==> src/rtl/mem_select_ctrl.sv <==
// mem_select_ctrl
//   Routes CPU read/write requests to an internal RAM (IRAM, low address
//   window) or an external byte-wide RAM (DRAM, everything above). Writes
//   complete in the acceptance cycle. Reads wait RD_LAT cycles for the
//   selected memory and then return the data with a one-cycle rvalid pulse.
//
// Ports
//   clk1, rst1_n      single clock, synchronous active-low reset
//   req, we           CPU request and direction (1 = write)
//   addr, wdata       CPU address and write data
//   ready             high when a request can be accepted (IDLE only)
//   rvalid, rdata     read response pulse and registered read data
//   err               one-cycle pulse after a write to protected IRAM
//   iram_*            IRAM strobe/address/data (2^IRAM_AW words)
//   dram_*            DRAM strobe/address/data (DRAM_W bits wide)
//
// State table
//   state  | meaning
//   IDLE   | ready; writes complete here, reads are latched and launched
//   WAIT   | counting down the memory read latency
//   RESP   | read data registered, rvalid high for this one cycle

module mem_select_ctrl #(
  parameter int ADDR_W  = 16,
  parameter int DATA_W  = 16,
  parameter int DRAM_W  = 8,
  parameter int IRAM_AW = 10,
  parameter int RD_LAT  = 1,
  parameter int IRAM_WP = 0
) (
  input  logic               clk1,
  input  logic               rst1_n,
  input  logic               req,
  input  logic               we,
  input  logic [ADDR_W-1:0]  addr,
  input  logic [DATA_W-1:0]  wdata,
  output logic               ready,
  output logic               rvalid,
  output logic [DATA_W-1:0]  rdata,
  output logic               err,
  output logic               iram_we,
  output logic [IRAM_AW-1:0] iram_addr,
  output logic [DATA_W-1:0]  iram_wdata,
  input  logic [DATA_W-1:0]  iram_rdata,
  output logic               dram_we,
  output logic [ADDR_W-1:0]  dram_addr,
  output logic [DRAM_W-1:0]  dram_wdata,
  input  logic [DRAM_W-1:0]  dram_rdata
);

  // RD_LAT is at most 4, so the latency down-counter only needs 0..3.
  localparam int             CNT_W    = 2;
  localparam logic [CNT_W-1:0] LAT_LOAD = CNT_W'(RD_LAT - 1);
  localparam bit             WP       = (IRAM_WP != 0);

  typedef enum logic [1:0] {
    S_IDLE = 2'd0,
    S_WAIT = 2'd1,
    S_RESP = 2'd2
  } state_t;

  state_t             state;
  state_t             state_nxt;
  logic [CNT_W-1:0]   lat_cnt;
  logic [CNT_W-1:0]   lat_nxt;
  logic               sel_q;
  logic               sel_nxt;
  logic               sel_d;
  logic [DATA_W-1:0]  rdata_nxt;
  logic               err_nxt;

  // Any address bit above the IRAM window selects DRAM.
  assign sel_d = |addr[ADDR_W-1:IRAM_AW];

  assign iram_addr  = addr[IRAM_AW-1:0];
  assign iram_wdata = wdata;
  assign dram_addr  = addr;
  assign dram_wdata = wdata[DRAM_W-1:0];

  always_ff @(posedge clk1) begin
    if (!rst1_n) begin
      state   <= S_IDLE;
      lat_cnt <= '0;
      sel_q   <= 1'b0;
      rdata   <= '0;
      err     <= 1'b0;
    end else begin
      state   <= state_nxt;
      lat_cnt <= lat_nxt;
      sel_q   <= sel_nxt;
      rdata   <= rdata_nxt;
      err     <= err_nxt;
    end
  end

  always_comb begin
    state_nxt = state;
    lat_nxt   = lat_cnt;
    sel_nxt   = sel_q;
    rdata_nxt = rdata;
    err_nxt   = 1'b0;
    ready     = 1'b0;
    rvalid    = 1'b0;
    iram_we   = 1'b0;
    dram_we   = 1'b0;

    case (state)
      S_IDLE: begin
        ready = 1'b1;
        if (req) begin
          if (we) begin
            // Strobes are gated by reset so a write held across reset
            // never reaches the memories.
            if (sel_d) begin
              dram_we = rst1_n;
            end else if (WP) begin
              err_nxt = 1'b1;
            end else begin
              iram_we = rst1_n;
            end
          end else begin
            state_nxt = S_WAIT;
            lat_nxt   = LAT_LOAD;
            sel_nxt   = sel_d;
          end
        end
      end

      S_WAIT: begin
        if (lat_cnt == '0) begin
          // Memory data is valid now, RD_LAT cycles after acceptance.
          state_nxt = S_RESP;
          rdata_nxt = sel_q ? DATA_W'(dram_rdata) : iram_rdata;
        end else begin
          lat_nxt = lat_cnt - 1'b1;
        end
      end

      S_RESP: begin
        rvalid    = 1'b1;
        state_nxt = S_IDLE;
      end

      default: begin
        state_nxt = S_IDLE;
      end
    endcase
  end

endmodule

==> config.mk <==
export PLATFORM = sky130hd
export DESIGN_NAME = mem_select_ctrl
export DESIGN_NICKNAME = d
export VERILOG_FILES = /design/src/rtl/mem_select_ctrl.sv
export SDC_FILE = /design/constraint.sdc
export NUM_CORES = 1
export LEC_CHECK = 0
export CAP_MARGIN = 20
export CORE_UTILIZATION = 30
export DETAILED_ROUTE_END_ITERATION = 8
export GPL_ROUTABILITY_DRIVEN = 0
export PLACE_DENSITY_LB_ADDON = 0.1
export SLEW_MARGIN = 20
export SYNTH_ARGS = -nofsm -noshare
export SYNTH_HDL_FRONTEND = slang
export SYNTH_SLANG_ARGS = --single-unit
==> constraint.sdc <==
create_clock -name clk1 -period 1.7 [get_ports clk1]
set_input_delay 0.425 -clock clk1 [delete_from_list [all_inputs] [get_ports clk1]]
set_output_delay 0.425 -clock clk1 [all_outputs]
set_load 0.02 [all_outputs]
==> impl_metrics.ini <==
[worst_hold_path]
holdPathStages = 2
hold_path_class = flop to flop

[grt]
grt_util_all_layers_pct = 12.0
grtUsageMet2_pct = 21.8
grt_util_met3_pct = 6.98
gr-total-overflow = 0
busiest_layer = met2
use_met1_pct = 12.4
grt_pass1_wl_um = 4730
grt_start_max_net_pins = 26
antenna_found_initial = 0
grt_pass1_vias = 1056

[detailed_routing]
wl_per_cell_um = 12.8
vias = 1043
first_pass_iters = 4
drt_iter0_markers = 9
viasPerCell = 4.59
drc = 0
wirelength_um = 2900
postRouteAntennaNets = 0

[die]
initial_core_util_pct = 31.3
dieHeight_um = 69.7
chipWidth_um = 69.7
coreArea_um2 = 4380
die_area_um2 = 4850
io_pins = 131
row_count = 24

[finish]
antenna_cells = 0
stdcell_area_um2 = 1730
finalNetCount = 237
syn2layout_area_growth_pct = 25.9
drive_above_1_share_pct = 13.7
fillCellCount = 429

[synthesis]
yosysSeqAreaShare_pct = 30.6
syn-cell-area_um2 = 1370
synth_top_area_share_pct = 30.6
synth_area_per_cell_um2 = 8.70
ys_ff_latch = 21
synth_commonest_cells = buf_4, dfxtp_1, nand2_1
synthArstFlopShare_pct = 0
synthFlopType = dfxtp_1
synth.yosys.warnings = 0
yosys.area.top_type = dfxtp_1
synthTopCellsByArea = dfxtp_1, buf_4, mux2i_1
syn_inst = 158
synth_edf_count = 0
syn_nets = 219
yosysUniqueCellTypes = 25
yosysMostFrequentCell = buf_4

[clocking]
clkTransAtPathRegs_ns = 0.08
cts_tree = built
clock_sinks = 21
cts_hold_buf = 0
cts-root-buf = clkbuf_8
htree_levels = 1
cts_buffers = 3
clk_latency_ns = 0.26
cts_buffer_depth = 2

[pwr]
power_w = 0.00111
pwr-share-clk_pct = 29.6
p_seq_share_pct = 46.9
p_sw_share_pct = 25.3
leakagePower_nw = 0.760
vdd_drop_max_mv = 0.499
power.switching_w = 0.000281
power.density_nw_per_um2 = 641
combPwrFrac_pct = 23.5
p_int_w = 0.000827

[setup_path]
endpoint_kind = output pin
cp-endpoint = dram_we
reg2reg_from = lat_cnt[0]
cp.arrival_ns = 1.25
ff2ff_setup_slack_ns = 0.29
critPathLaunch = addr[10]
crit_path_start_kind = input port
cp.required_ns = 1.27
reg2reg_to = rdata[7]
crit_type = input port to output pin
cp_max_fo = 2
reg2regPathDepth = 5

[sta]
finalCritPeriodShare_pct = 98.7
finalSetupViolCount = 0
max_freq_mhz = 596
clock-skew-final_ns = 0.00190
hold_violations = 0
slew_viol_final = 0
final.setup.tns_ns = 0
layout_min_cycle_time_ns = 1.68
rsz0062_at_grt = yes

[job]
max_cap_viol_count = 0

[placed_design]
detailed_place_hpwl_um = 2190
port_buffers = 59
placed_area_um2 = 1680

[status]
status = completed
## worst min-delay path by stage
stage | start | to | slack, ns
2_1_floorplan | lat_cnt[0] | lat_cnt[0] | 0.43
3_3_place_gp | rdata[14] | rdata[14] | 0.44
3_5_place_dp | rdata[15] | rdata[15] | 0.45
4_1_cts | rdata[15] | rdata[15] | 0.46
5_1_grt | rdata[10] | rdata[10] | 0.48
6_report | rdata[15] | rdata[15] | 0.46
## per-layer routing
metal	wire length, um	vias to the layer above
met5	0	-
met4	0	0
met3	307	0
met2	1480	58
met1	1110	474
li1	-	511
## worst max-delay path, stage by stage
cell,delay (ns)
clkdlybuf4s15_2,0.20
nor4_4,0.26
buf_4,0.15
a21oi_1,0.05
buf_4,0.16
## stage by stage
| step | utilization [%] | instances | hold slack (ns) | setup slack (ns) |
|---|---|---|---|---|
| 2_1_floorplan | - | 158 | 0.431 | 0.00361 |
| 3_3_place_gp | 38.2 | 222 | 0.443 | -0.721 |
| 3_5_place_dp | 38.2 | 222 | 0.449 | -0.718 |
| 4_1_cts | 39.3 | 227 | 0.459 | 0.00274 |
| 5_1_grt | 39.4 | 227 | 0.484 | -0.0276 |
| 6_report | 39.4 | 227 | 0.460 | 0.0218 |
## power by group through the flow
stage | combinational (W) | sequential (W) | clock, W
finish | 0.000261 | 0.000520 | 0.000328
global route | 0.000281 | 0.000522 | 0.000364
CTS | 0.000265 | 0.000520 | 0.000344
detailed placement | 0.000270 | 0.000531 | 0
global placement | 0.000267 | 0.000531 | 0
floorplan | 0.000257 | 0.000550 | 0
## cells by family (layout without fill, tap and decap cells)
| group | Yosys count | count (layout) | share of synthesized area, % |
|---|---|---|---|
| simple gates | 40 | 40 | 15.5 |
| other cells | 1 | 1 | 0.273 |
| fa+ha+maj | 1 | 1 | 0.911 |
| buf+inv | 63 | 80 | 33.3 |
| compound gates | 24 | 24 | 13.6 |
| flops | 21 | 21 | 30.6 |
| mux | 8 | 8 | 5.83 |
## layout by cell type, fill, tap and decap left out, types with 2 or more instances in the layout
master,synthesis,final
inv_1,4,4
nor2_2,0,2
clkbuf_8,0,3
nor4b_1,2,2
dlymetal6s2s_1,0,2
dfxtp_1,21,21
dlygate4sd2_1,0,9
o211a_1,8,8
nand3b_1,9,9
a21boi_1,3,3
a31oi_1,2,2
o21ai_0,3,3
a21oi_1,2,2
clkdlybuf4s50_1,0,42
a21boi_0,5,5
nand2_1,17,17
mux2i_1,8,8
nor2_1,6,4
buf_4,53,15
## timing repair
item | in CTS | in global routing
pin swaps | 3 | 0
setup endpoints to repair | 10 | 5
buffers inserted | 1 | 0
gates resized for setup | 32 | 5
## flip-flops by register name, summed over array words and instances, names as in the netlist
signal and cells:
lat_cnt 2, rdata 16, sel_q 1, state 2
## layout make-up
class | instances | area, um^2 | share of cell area [%]
Clock buffer | 4 | 45.0 | 2.60
Inverter | 4 | 15.0 | 0.868
Multi-Input combinational cell | 74 | 515 | 29.8
Sequential cell | 21 | 420 | 24.3
Tap cell | 52 | 65.1 | 3.76
Timing Repair Buffer | 72 | 668 | 38.6
Note: power is estimated with default switching activity, not from simulation.
